--- src/rtl/reg_share_arbiter_if.sv ---
// rtl/reg_share_arbiter_if.sv - request/write bus between requesters and the shared-register arbiter
//
// Purpose: bundles the four-requester access bus of reg_share_arbiter.
// Ports (as seen from the arbiter, modport slave):
//   req      in   4         per-requester access request
//   wr_en    in   4         per-requester write strobe
//   wr_data  in   4*WIDTH   packed write data, requester i at [i*WIDTH +: WIDTH]
//   gnt      out  4         registered one-hot (or zero) grant
//   q        out  WIDTH     shared register contents
//   busy     out  1         any grant active
//   timeout  out  1         one-cycle pulse after a forced release
interface reg_share_arbiter_if #(
    parameter int WIDTH = 8
);
    logic [3:0]         req;
    logic [3:0]         wr_en;
    logic [4*WIDTH-1:0] wr_data;
    logic [3:0]         gnt;
    logic [WIDTH-1:0]   q;
    logic               busy;
    logic               timeout;

    modport master (
        output req, wr_en, wr_data,
        input  gnt, q, busy, timeout
    );

    modport slave (
        input  req, wr_en, wr_data,
        output gnt, q, busy, timeout
    );
endinterface

--- src/rtl/reg_share_arbiter.sv ---
// rtl/reg_share_arbiter.sv - round-robin arbiter guarding one shared register
//
// Purpose: four requesters share a WIDTH-bit register. One owner at a time is
// granted; only the owner's write strobe can load the register. Under
// contention an owner is forced off after MAX_HOLD grant cycles.
// Ports:
//   clk    in  1   rising-edge clock
//   reset  in  1   synchronous active-high reset
//   bus    slave modport of reg_share_arbiter_if (req, wr_en, wr_data in;
//          gnt, q, busy, timeout out)
module reg_share_arbiter #(
    parameter int WIDTH    = 8,
    parameter int MAX_HOLD = 4
) (
    input  logic                 clk,
    input  logic                 reset,
    reg_share_arbiter_if.slave   bus
);
    localparam logic [3:0] MAX_HOLD_C = 4'(MAX_HOLD);

    typedef enum logic {
        IDLE  = 1'b0,
        GRANT = 1'b1
    } state_t;

    state_t           state_q, state_d;
    logic [1:0]       ptr_q, ptr_d;
    logic [1:0]       owner_q, owner_d;
    logic [3:0]       cnt_q, cnt_d;
    logic [3:0]       gnt_q, gnt_d;
    logic             timeout_q, timeout_d;
    logic [WIDTH-1:0] q_q, q_d;

    logic             pick_valid;
    logic [1:0]       pick_idx;
    logic [1:0]       scan_idx;
    logic             others_req;

    // Rotating-priority scan starting at ptr: first set req bit wins.
    always_comb begin
        pick_valid = 1'b0;
        pick_idx   = ptr_q;
        scan_idx   = ptr_q;
        for (int k = 0; k < 4; k++) begin
            scan_idx = ptr_q + 2'(k);
            if (!pick_valid && bus.req[scan_idx]) begin
                pick_valid = 1'b1;
                pick_idx   = scan_idx;
            end
        end
    end

    assign others_req = |(bus.req & ~(4'b0001 << owner_q));

    always_comb begin
        state_d   = state_q;
        ptr_d     = ptr_q;
        owner_d   = owner_q;
        cnt_d     = cnt_q;
        gnt_d     = gnt_q;
        timeout_d = 1'b0;
        unique case (state_q)
            IDLE: begin
                gnt_d = 4'b0000;
                if (pick_valid) begin
                    owner_d = pick_idx;
                    gnt_d   = 4'b0001 << pick_idx;
                    cnt_d   = 4'd1;
                    state_d = GRANT;
                end
            end
            GRANT: begin
                if (!bus.req[owner_q]) begin
                    // Voluntary release: owner drops to lowest priority.
                    gnt_d   = 4'b0000;
                    ptr_d   = owner_q + 2'd1;
                    state_d = IDLE;
                end else if (cnt_q < MAX_HOLD_C) begin
                    cnt_d = cnt_q + 4'd1;
                end else if (others_req) begin
                    // Forced release: hold budget spent and someone is waiting.
                    gnt_d     = 4'b0000;
                    timeout_d = 1'b1;
                    ptr_d     = owner_q + 2'd1;
                    state_d   = IDLE;
                end
                // Otherwise sole requester keeps the grant; cnt stays saturated.
            end
            default: state_d = IDLE;
        endcase
    end

    // The write is qualified by the registered grant, so a write coinciding
    // with the release edge still lands.
    always_comb begin
        q_d = q_q;
        if (gnt_q[owner_q] && bus.wr_en[owner_q]) begin
            q_d = bus.wr_data[int'(owner_q)*WIDTH +: WIDTH];
        end
    end

    always_ff @(posedge clk) begin
        if (reset) begin
            state_q   <= IDLE;
            ptr_q     <= 2'd0;
            owner_q   <= 2'd0;
            cnt_q     <= 4'd0;
            gnt_q     <= 4'b0000;
            timeout_q <= 1'b0;
            q_q       <= '0;
        end else begin
            state_q   <= state_d;
            ptr_q     <= ptr_d;
            owner_q   <= owner_d;
            cnt_q     <= cnt_d;
            gnt_q     <= gnt_d;
            timeout_q <= timeout_d;
            q_q       <= q_d;
        end
    end

    assign bus.gnt     = gnt_q;
    assign bus.q       = q_q;
    assign bus.busy    = |gnt_q;
    assign bus.timeout = timeout_q;
endmodule
--- src/flat_wrapper.sv ---
// flat-port wrapper written by rule: the top's interface ports become plain ports
module reg_share_arbiter_flat 
#(
    parameter int WIDTH    = 8,
    parameter int MAX_HOLD = 4
)
  (clk, reset, bus_req, bus_wr_en, bus_wr_data, bus_gnt, bus_q, bus_busy, bus_timeout);
  reg_share_arbiter_if #(.WIDTH(WIDTH)) bus_i ();
  input  logic clk;
  input  logic reset;
  input wire logic [$bits(bus_i.req)-1:0] bus_req;
  input wire logic [$bits(bus_i.wr_en)-1:0] bus_wr_en;
  input wire logic [$bits(bus_i.wr_data)-1:0] bus_wr_data;
  output wire logic [$bits(bus_i.gnt)-1:0] bus_gnt;
  output wire logic [$bits(bus_i.q)-1:0] bus_q;
  output wire logic [$bits(bus_i.busy)-1:0] bus_busy;
  output wire logic [$bits(bus_i.timeout)-1:0] bus_timeout;
  assign bus_i.req = bus_req;
  assign bus_i.wr_en = bus_wr_en;
  assign bus_i.wr_data = bus_wr_data;
  assign bus_gnt = bus_i.gnt;
  assign bus_q = bus_i.q;
  assign bus_busy = bus_i.busy;
  assign bus_timeout = bus_i.timeout;
  reg_share_arbiter #(.WIDTH(WIDTH), .MAX_HOLD(MAX_HOLD)) u_core (.clk(clk), .reset(reset), .bus(bus_i));
endmodule
--- config.mk ---
export PLATFORM = sky130hd
export DESIGN_NAME = reg_share_arbiter_flat
export DESIGN_NICKNAME = d
export VERILOG_FILES = /design/src/rtl/reg_share_arbiter_if.sv /design/src/rtl/reg_share_arbiter.sv /design/src/flat_wrapper.sv
export SDC_FILE = /design/constraint.sdc
export NUM_CORES = 1
export LEC_CHECK = 0
export ABC_AREA = 1
export BUFFER_PORTS_ARGS = -buffer_cell sky130_fd_sc_hd__clkbuf_2
export CAP_MARGIN = 20
export CORE_ASPECT_RATIO = 0.8
export CORE_MARGIN = 8
export CORE_UTILIZATION = 54
export DETAILED_ROUTE_END_ITERATION = 16
export PLACE_DENSITY = 0.88
export SLEW_MARGIN = 20
export SYNTH_ARGS = -nofsm -noshare
export SYNTH_HDL_FRONTEND = slang
export SYNTH_SLANG_ARGS = --single-unit
export TNS_END_PERCENT = 50
--- constraint.sdc ---
create_clock -name clk -period 4.07 [get_ports clk]
set_clock_uncertainty 0.05 [all_clocks]
set_input_delay 0.407 -clock clk [delete_from_list [all_inputs] [get_ports clk]]
set_output_delay 0.407 -clock clk [all_outputs]
set_load 0.02 [all_outputs]
==> metrics, run 1 <==
biggest area consumer among synthesized cells sky130_fd_sc_hd__dfxtp_1; setup repair after global routing missed its margin false; Pre-antenna DRT Iters 4; sequential-to-total area share from yosys stat 0.271; number of enable-type register cells in the synthesized netlist 0; pin count of the biggest net entering global routing 27; master of the slowest instance on the critical path sky130_fd_sc_hd__dfxtp_1; tightest hold margin 0.424 ns; WHS Endpoint u_core.bus.q[2]; maximum achievable frequency 389 MHz; power density of the placed cells 720 mW/mm^2; crit-path max FO 26; global-route congestion overflow total 0; final worst-path cycle share 0.631; gr usage total 0.185; number of distinct library cells after synthesis 31; required time of the critical path 4.17 ns; post-synthesis sequential element count 22; launch instance of the worst min-delay path u_core.bus.q[2]; number of buffers inserted by port buffering 55; number of max-cap violations 0; class of the most critical setup path reg2reg; Data arrival, critical path 2.67 ns; cells on worst reg2reg path 8; wire per inst 14.2 um; time the worst path needs with I/O delays and setup 2.57 ns; ys flop type sky130_fd_sc_hd__dfxtp_1; Area growth, synth to finish 20.2%; final number of max-transition violations 0; final cell utilization of the core 0.695; fill cell count 258; number of levels in the clock H-tree 1; drt via density 5.43; DP Wirelength 3.69 mm; setup tns final 0 ns; post-synth top area share 0.271; number of setup violations in the final report 0; wire length of the first global-routing pass 7.89 mm; latest clock arrival within the worst-skew pair 0.27 ns; worst-case clock buffer depth 2; Initial Util 0.578; dominant cells by area after synthesis sky130_fd_sc_hd__dfxtp_1, sky130_fd_sc_hd__nand2_1, sky130_fd_sc_hd__o21ai_0, sky130_fd_sc_hd__nor2_1, sky130_fd_sc_hd__a21oi_1; leading cell types by count after synthesis sky130_fd_sc_hd__nand2_1, sky130_fd_sc_hd__nor2_1, sky130_fd_sc_hd__dfxtp_1, sky130_fd_sc_hd__o21ai_0; synthesized netlist net count 302; final RePlAce weighted congestion 0.907; number of hold-repair buffers added at the cts stage 0; tightest slew margin relative to the limit 0.486; post-synthesis area per instance 6.36 um^2; Final Hold Violating Endpoints 0; count of antenna diodes in the layout 0; die width 77.3 um; synth warn 0; status complete, no violations; Hold Path Stages 2; reg2reg start u_core.owner_q[0]; delay contributed by the slowest stage of the critical path 0.82 ns; boundary pin count 56; total detailed-routing wirelength 4.83 mm; antenna violations before repair 0; total number of placement rows 17; post-cts gate resize count 0; Tightest Pin Transition 0.769 ns; remaining routing DRC violations 0; DIE AREA 0.00503 mm^2; fraction of synthesis flops using an asynchronous set or reset pin 0; number of buffers created by CTS 3; Max rail drop VDD 0.000282 V; cells along the critical path inv_1 > ha_1 > o22ai_1 > o22ai_1 > nand2_1 > nand2_1 > o21ai_0 > a21oi_1; count of clock tree sinks 22; clock input transition at the sequential cells of the worst setup and hold paths 0.08 ns; register-to-register setup slack 1.50 ns; Nets 351; setup bufs post-CTS 0; Vias 1852; Hold Crit Class reg2reg; total core area 0.00281 mm^2; via count of the first global-routing pass 1744; root buffer cell sky130_fd_sc_hd__clkbuf_8; library cell with the highest instance count after synthesis sky130_fd_sc_hd__nand2_1; area of the mapped netlist 0.00162 mm^2; antenna viol nets, final 0; endpoint kind of the worst setup timing path register; number of DRC markers after the initial detailed-route iteration 271; capture instance of the worst register-to-register path u_core.ptr_q[1]; leakage 0.965 nW; synthesized instance count 255; TritonCTS clock tree yes; total power 0.00141 W; vertical die dimension 65.0 um; Setup crit start kind register; share of post-route cells with drive strength above 1 0.274
==> kinds of logic (layout without fill, tap and decap cells) <==
kind of cell / after synthesis / count (layout) / synth area share
DFF: 22 / 22 / 0.271
buffers and inverters: 28 / 76 / 0.0817
AOI/OAI and AO/OA: 56 / 56 / 0.188
and+or+nand+nor: 144 / 144 / 0.420
adders and majority gates: 5 / 5 / 0.0386
==> stage by stage <==
| stage | instance area (um^2) | std cells | setup WS, ns |
|---|---|---|---|
| finish | 1950 | 341 | 1.50 |
| global route | 1950 | 341 | 1.25 |
| CTS | 1950 | 341 | 1.55 |
| detailed placement | 1880 | 337 | 1.59 |
| global placement | 1880 | 337 | 1.70 |
| floorplan | 1620 | 255 | 2.18 |
==> how the worst max path moves through the flow <==
stage | cells past startpoint | startpoint | endpoint | slack (ns)
finish | 8 | u_core.owner_q[0] | u_core.ptr_q[1] | 1.50
detailed placement | 8 | u_core.owner_q[0] | u_core.ptr_q[1] | 1.59
floorplan | 10 | u_core.owner_q[0] | u_core.bus.gnt[0] | 2.18
CTS | 8 | u_core.owner_q[0] | u_core.ptr_q[1] | 1.55
global placement | 8 | u_core.owner_q[0] | u_core.ptr_q[0] | 1.70
global route | 7 | u_core.owner_q[0] | u_core.bus.q[1] | 1.25
==> power breakdown <==
| group | switching [W] | total, W | leakage [nW] | internal, W |
|---|---|---|---|---|
| clock | 0.0000748 | 0.000206 | 0.0357 | 0.000131 |
| combinational | 0.000553 | 0.000821 | 0.749 | 0.000268 |
| sequential | 0.0000972 | 0.000378 | 0.180 | 0.000281 |
==> area by class of cell <==
class / instances / area [um^2] / share of cell area
sequential: 22 / 440 / 0.226
timing repair buffer: 55 / 275 / 0.141
clock buffer: 3 / 41.3 / 0.0212
multi-input combinational: 205 / 1050 / 0.538
clock inverter: 1 / 30.0 / 0.0154
inverter: 17 / 66.3 / 0.0340
tap: 38 / 47.5 / 0.0244
==> per-layer routing <==
| metal | wire, um | global-route usage | up-vias |
|---|---|---|---|
| met5 | 0 | 0 | - |
| met4 | 72 | 0.0563 | 0 |
| met3 | 392 | 0.0413 | 10 |
| met2 | 2230 | 0.298 | 78 |
| met1 | 2130 | 0.241 | 825 |
| li1 | - | - | 939 |
==> cells in the final DEF, fill, tap and decap left out <==
master                      count
sky130_fd_sc_hd__nand2_4        3
sky130_fd_sc_hd__dfxtp_1       22
sky130_fd_sc_hd__nand2_1       75
sky130_fd_sc_hd__nor2_1        25
sky130_fd_sc_hd__bufinv_16      1
sky130_fd_sc_hd__nand3_2        3
sky130_fd_sc_hd__nor2_2         2
sky130_fd_sc_hd__o211ai_1       1
sky130_fd_sc_hd__a21oi_1       18
sky130_fd_sc_hd__inv_1         14
sky130_fd_sc_hd__clkinv_1       1
sky130_fd_sc_hd__nor2_4         1
sky130_fd_sc_hd__o21ai_0       22
sky130_fd_sc_hd__clkbuf_8       3
sky130_fd_sc_hd__inv_2          1
sky130_fd_sc_hd__nand4_1        2
sky130_fd_sc_hd__nor4_1         1
sky130_fd_sc_hd__inv_4          1
sky130_fd_sc_hd__o21ai_1        1
sky130_fd_sc_hd__ha_1           5
sky130_fd_sc_hd__nor3b_2        1
sky130_fd_sc_hd__a31oi_1        2
sky130_fd_sc_hd__or3_1          2
sky130_fd_sc_hd__a21oi_2        2
sky130_fd_sc_hd__nand4_4        1
sky130_fd_sc_hd__nand2_2        9
sky130_fd_sc_hd__nand3_1       18
sky130_fd_sc_hd__or4_1          1
sky130_fd_sc_hd__clkbuf_2      55
sky130_fd_sc_hd__o22ai_1       10
==> critical path: cells and delay by family, from the launching register on <==
family                     cells  cell delay (ns)
DFF                            1             0.82
AOI/OAI and AO/OA              4             0.56
buffers and inverters          1             0.49
adders and majority gates      1             0.35
and+or+nand+nor                2             0.19
==> sequential cells by signal, indices dropped and copies added, names as in the netlist <==
signal,flops
u_core.bus.gnt,4
u_core.ptr_q,2
u_core.state_q,1
u_core.cnt_q,4
u_core.bus.q,8
u_core.owner_q,2
u_core.bus.timeout,1
Note: power is estimated with default switching activity, not from simulation.
==> run 2: changes to the inputs <==
CORE_UTILIZATION = 45   (was 54)
PLACE_DENSITY = 0.79   (was 0.88)
clock period = 2.3 ns   (was 4.07 ns; I/O delays follow)
==> metrics, run 2 (same netlist as run 1, synthesis figures left out) <==
WHS Endpoint u_core.bus.q[4]; Crit path max-delay family simple AND/OR/NAND/NOR gates; Nets 355; cells on worst reg2reg path 11; via count of the first global-routing pass 1757; vertical die dimension 69.7 um; number of buffers created by CTS 3; number of levels in the clock H-tree 1; class of the most critical setup path reg2reg; global-route congestion overflow total 0; final number of max-transition violations 0; tightest slew margin relative to the limit 0.745; power density of the placed cells 1200 mW/mm^2; Initial Util 0.471; required time of the critical path 2.40 ns; root buffer cell sky130_fd_sc_hd__clkbuf_8; number of DRC markers after the initial detailed-route iteration 147; tightest hold margin 0.244 ns; Area growth, synth to finish 20.5%; pin count of the biggest net entering global routing 26; TritonCTS clock tree yes; master of the slowest instance on the critical path sky130_fd_sc_hd__dfxtp_1; Hold Path Stages 3; Hold Crit Class in2reg; Data arrival, critical path 1.93 ns; final RePlAce weighted congestion 0.890; most common cell after layout, fill and taps aside sky130_fd_sc_hd__nand2_1; Tightest Pin Transition 0.381 ns; count of antenna diodes in the layout 0; total detailed-routing wirelength 4.47 mm; number of setup violations in the final report 0; filler-free cell count of the finished design 348; antenna viol nets, final 0; Pre-antenna DRT Iters 6; clock input transition at the sequential cells of the worst setup and hold paths 0.07 ns; max FFs per register 8; post-cts gate resize count 0; count of clock tree sinks 22; Setup crit start kind register; antenna violations before repair 0; Final Hold Violating Endpoints 0; remaining routing DRC violations 0; delay contributed by the slowest stage of the critical path 0.54 ns; capture instance of the worst register-to-register path u_core.cnt_q[2]; wire per inst 12.9 um; crit-path max FO 9; share of post-route cells with drive strength above 1 0.281; commonest cells after routing, fill and taps aside sky130_fd_sc_hd__nand2_1, sky130_fd_sc_hd__clkbuf_2, sky130_fd_sc_hd__nor2_1; boundary pin count 56; gr usage total 0.152; DP Wirelength 3.51 mm; final cell utilization of the core 0.567; launch instance of the worst min-delay path bus_wr_data[12]; setup bufs post-CTS 0; Vias 1792; CP Buf/Inv Count 1; setup tns final 0 ns; drt via density 5.15; leakage 0.971 nW; die width 83.1 um; total core area 0.00345 mm^2; final worst-path cycle share 0.794; register-to-register setup slack 0.47 ns; worst-case clock buffer depth 2; cells along the critical path inv_4 > nand2_1 > nand2_2 > nand2_1 > nand2_4 > nor2_2 > nand3_2 > nand2_4 > nand2_2 > a21oi_1 > nor2_1; Max rail drop VDD 0.000457 V; Setup WS pre-CTS 0.505 ns; DIE AREA 0.00580 mm^2; reg2reg start u_core.ptr_q[1]; maximum achievable frequency 548 MHz; number of hold-repair buffers added at the cts stage 0; latest clock arrival within the worst-skew pair 0.25 ns; Worst setup startpoint u_core.ptr_q[1]; minimum setup slack in the final design 0.474 ns; wire length of the first global-routing pass 7.82 mm; Placed Instances 345; setup repair after global routing missed its margin false; number of max-cap violations 0; total number of placement rows 19; status complete, no violations; number of buffers inserted by port buffering 55; time the worst path needs with I/O delays and setup 1.83 ns; endpoint kind of the worst setup timing path register
run 2: metrics by stage:
stage          cell area, um^2  total power (W)
2_1_floorplan             1620          0.00177
3_3_place_gp              1910          0.00208
3_5_place_dp              1910          0.00210
4_1_cts                   1960          0.00234
5_1_grt                   1960          0.00258
6_report                  1960          0.00234
run 2: how the worst max path moves through the flow:
| stage | to | slack (ns) | cells after the start |
|---|---|---|---|
| 6_report | u_core.cnt_q[2] | 0.47 | 11 |
| 5_1_grt | u_core.bus.gnt[1] | 0.23 | 8 |
| 4_1_cts | u_core.bus.gnt[2] | 0.48 | 8 |
| 3_5_place_dp | u_core.cnt_q[0] | 0.51 | 11 |
| 3_3_place_gp | u_core.bus.gnt[2] | 0.54 | 8 |
| 2_1_floorplan | u_core.bus.gnt[0] | 0.41 | 10 |
run 2: per-layer routing:
layer,vias up,GRT usage,share of wire
met3,2,0.0516,0.069
li1,953,-,-
met4,0,0.0233,0.0038
met1,784,0.202,0.49
met2,53,0.234,0.43
met5,-,0,0
run 2: tightest hold or removal path: cells and delay by family:
kind	cells	cell delay, ns
compound gates	2	0.21
buf+inv	1	0.07
run 2: area by class of cell:
type | count | area, um^2
clock buffers | 3 | 41.3
fillers | 332 | 1490
inverters | 17 | 66.3
multi-input cells | 205 | 1050
flip-flops and latches | 22 | 440
well taps | 42 | 52.6
repair buffers | 59 | 305
run 2: power breakdown:
group | leakage (nW) | internal [W] | switching [W]
clock | 0.0216 | 0.000117 | 0.000114
sequential | 0.180 | 0.000498 | 0.0000936
combinational | 0.769 | 0.000499 | 0.00102
total | 0.971 | 0.00111 | 0.00123
==> run 3: changes to the inputs <==
ABC_AREA = 0   (was 1)
CORE_UTILIZATION = 46   (was 45)
PLACE_DENSITY = 0.81   (was 0.79)
clock period = 1.8 ns   (was 2.3 ns; I/O delays follow)
==> metrics, run 3 <==
setup tns final 0 ns; required time of the critical path 1.95 ns; DR WL met2 1.95 mm; final worst-path cycle share 0.952; final cell utilization of the core 0.620; total core area 0.00268 mm^2; synth warn 0; Placed Instances 218; reg2reg start u_core.owner_q[0]; Tightest Pin Transition 0.651 ns; met1 layer wirelength in the final routing 1.37 mm; cells along the critical path buf_12 > ha_1 > nand2b_4 > a41oi_4 > o21a_2 > mux2i_1 > nor2_1; met3 WL post-DR 118 um; number of setup violations in the final report 0; maximum achievable frequency 583 MHz; commonest cells after routing, fill and taps aside sky130_fd_sc_hd__clkbuf_2, sky130_fd_sc_hd__nor2_1, sky130_fd_sc_hd__dfxtp_1; relative contribution of the clock network to total power 0.235; DIE AREA 0.00466 mm^2; capture instance of the worst register-to-register path u_core.ptr_q[1]; Net Switching 0.000351 W; boundary pin count 56; number of enable-type register cells in the synthesized netlist 0; root buffer cell sky130_fd_sc_hd__clkbuf_4; fill cell count 234; register-to-register setup slack 0.09 ns; most common cell after layout, fill and taps aside sky130_fd_sc_hd__clkbuf_2; synthesized instance count 127; pin count of the biggest net entering global routing 23; Vias 1198; number of max-cap violations 0; share of total power in combinational logic 0.291; Nets 233; leakage 0.776 nW; Pre-antenna DRT Iters 4; wire per inst 15.8 um; endpoint kind of the worst setup timing path register; library cell with the highest instance count after synthesis sky130_fd_sc_hd__dfxtp_1; clock input transition at the sequential cells of the worst setup and hold paths 0.12 ns; Switching Share 0.303; count of clock tree sinks 22; Initial Util 0.467; tightest slew margin relative to the limit 0.561; vertical die dimension 62.6 um; number of buffers inserted by port buffering 55; WHS Endpoint u_core.bus.q[3]; crit-path max FO 14; Final Hold Violating Endpoints 0; count of antenna diodes in the layout 0; filler-free cell count of the finished design 223; number of buffers created by CTS 3; final RePlAce weighted congestion 0.788; number of DRC markers after the initial detailed-route iteration 87; biggest area consumer among synthesized cells sky130_fd_sc_hd__dfxtp_1; sequential share of power 0.474; leading cell types by count after synthesis sky130_fd_sc_hd__dfxtp_1, sky130_fd_sc_hd__nor2_1, sky130_fd_sc_hd__mux2i_1, sky130_fd_sc_hd__a21oi_1, sky130_fd_sc_hd__nand2b_1; post-synth top area share 0.352; antenna violations before repair 0; gr usage total 0.155; dominant cells by area after synthesis sky130_fd_sc_hd__dfxtp_1, sky130_fd_sc_hd__mux4_2, sky130_fd_sc_hd__mux2i_1, sky130_fd_sc_hd__mux4_1, sky130_fd_sc_hd__nor2_1; class of the most critical setup path reg2reg; Area growth, synth to finish 32.7%; fraction of synthesis flops using an asynchronous set or reset pin 0; Data arrival, critical path 1.86 ns; time the worst path needs with I/O delays and setup 1.71 ns; area of the mapped netlist 0.00125 mm^2; delay contributed by the slowest stage of the critical path 0.39 ns; number of distinct library cells after synthesis 34; status complete, no violations; ys flop type sky130_fd_sc_hd__dfxtp_1; total number of placement rows 17; number of levels in the clock H-tree 1; master of the slowest instance on the critical path sky130_fd_sc_hd__dfxtp_4; post-synthesis area per instance 9.85 um^2; Setup crit start kind register; launch instance of the worst min-delay path bus_wr_data[3]; via count of the first global-routing pass 1249; share of post-route cells with drive strength above 1 0.432; worst-case clock buffer depth 2; cell internal pwr 0.000806 W; Max rail drop VDD 0.000510 V; DP Wirelength 2.85 mm; max FFs per register 8; final number of max-transition violations 0; post-synthesis sequential element count 22; drt via density 5.37; cells on worst reg2reg path 7; Hold Crit Class in2reg; sequential-to-total area share from yosys stat 0.352; die width 74.3 um; total detailed-routing wirelength 3.53 mm; power density of the placed cells 697 mW/mm^2; antenna viol nets, final 0; remaining routing DRC violations 0; wire length of the first global-routing pass 5.71 mm; synthesized netlist net count 174; Max Used Layer met4; number of hold-repair buffers added at the cts stage 0; TritonCTS clock tree yes; global-route congestion overflow total 0; latest clock arrival within the worst-skew pair 0.31 ns; Hold Path Stages 4
==> run 3: cell types whose count changed after synthesis, sizes merged, moves of 3 or more <==
cell,delta
nand2b,+8
inv,-12
o22ai,-10
nand4,-3
mux2i,+9
a21oi,-11
buf,-3
clkbuf,-3
o21ai,-19
nor3,+3
mux4,+9
nand2,-80
nand3,-18
nor2,-7
==> run 3: final cells by class <==
cell class	count	area, um^2	share of cell area
Clock buffer	4	36.3	0.0219
Inverter	4	15.0	0.00904
Multi-Input combinational cell	96	798	0.481
Sequential cell	22	445	0.268
Tap cell	38	47.5	0.0286
Timing Repair Buffer	59	318	0.191
==> run 3: how the worst max path moves through the flow <==
stage	start	to	depth (start not counted)
2_1_floorplan	u_core.owner_q[0]	u_core.ptr_q[1]	9
3_3_place_gp	u_core.owner_q[0]	u_core.ptr_q[1]	7
3_5_place_dp	u_core.owner_q[0]	u_core.ptr_q[0]	7
4_1_cts	u_core.owner_q[1]	u_core.ptr_q[0]	7
5_1_grt	u_core.owner_q[0]	u_core.bus.gnt[0]	7
6_report	u_core.owner_q[0]	u_core.ptr_q[1]	7
==> run 3: per-layer routing <==
layer,GRT usage,vias up
li1,-,576
met1,0.164,580
met2,0.277,34
met3,0.0417,8
met4,0.0610,0
met5,0,-
==> run 3: stage by stage <==
stage | setup WS, ns | hold slack (ns) | total power [W] | instance area [um^2]
final | 0.0858 | 0.269 | 0.00116 | 1660
after detailed placement | -0.0998 | 0.421 | 0.000884 | 1590
after global placement | 0.132 | 0.420 | 0.000870 | 1590
after CTS | 0.0337 | 0.266 | 0.00116 | 1630
after global routing | -0.00321 | 0.274 | 0.00123 | 1660
after floorplan | 0.0209 | 0.206 | 0.000767 | 1260
==> run 3: critical path, delay by kind of cell (launching register included) <==
kind	cells	cell delay [ns]
AOI/OAI and AO/OA	2	0.42
adders and majority gates	1	0.20
and+or+nand+nor	2	0.20
muxes	1	0.20
buffers and inverters	1	0.15
DFF	1	0.39
==> run 3: what timing repair did <==
action / CTS / global route
pin swaps: 0 / 3
resized for setup: 2 / 4
cloned: 0 / 0
buffers inserted: 0 / 1
setup endpoints to repair: 2 / 6
==> run 3: kinds of logic (layout without fill, tap and decap cells) <==
family / count (synthesis) / count (layout) / synth area share
AOI/OAI and AO/OA: 22 / 22 / 0.116
adders and majority gates: 5 / 5 / 0.0500
buffers and inverters: 9 / 67 / 0.0350
DFF: 22 / 22 / 0.352
muxes: 18 / 18 / 0.243
and+or+nand+nor: 51 / 51 / 0.204
==> run 3: power groups by stage <==
| stage | clock network [W] | registers, W | logic (W) |
|---|---|---|---|
| CTS | 0.000280 | 0.000549 | 0.000329 |
| floorplan | 0 | 0.000577 | 0.000190 |
| global route | 0.000304 | 0.000554 | 0.000368 |
| finish | 0.000272 | 0.000548 | 0.000337 |
| detailed placement | 0 | 0.000559 | 0.000325 |
| global placement | 0 | 0.000557 | 0.000313 |
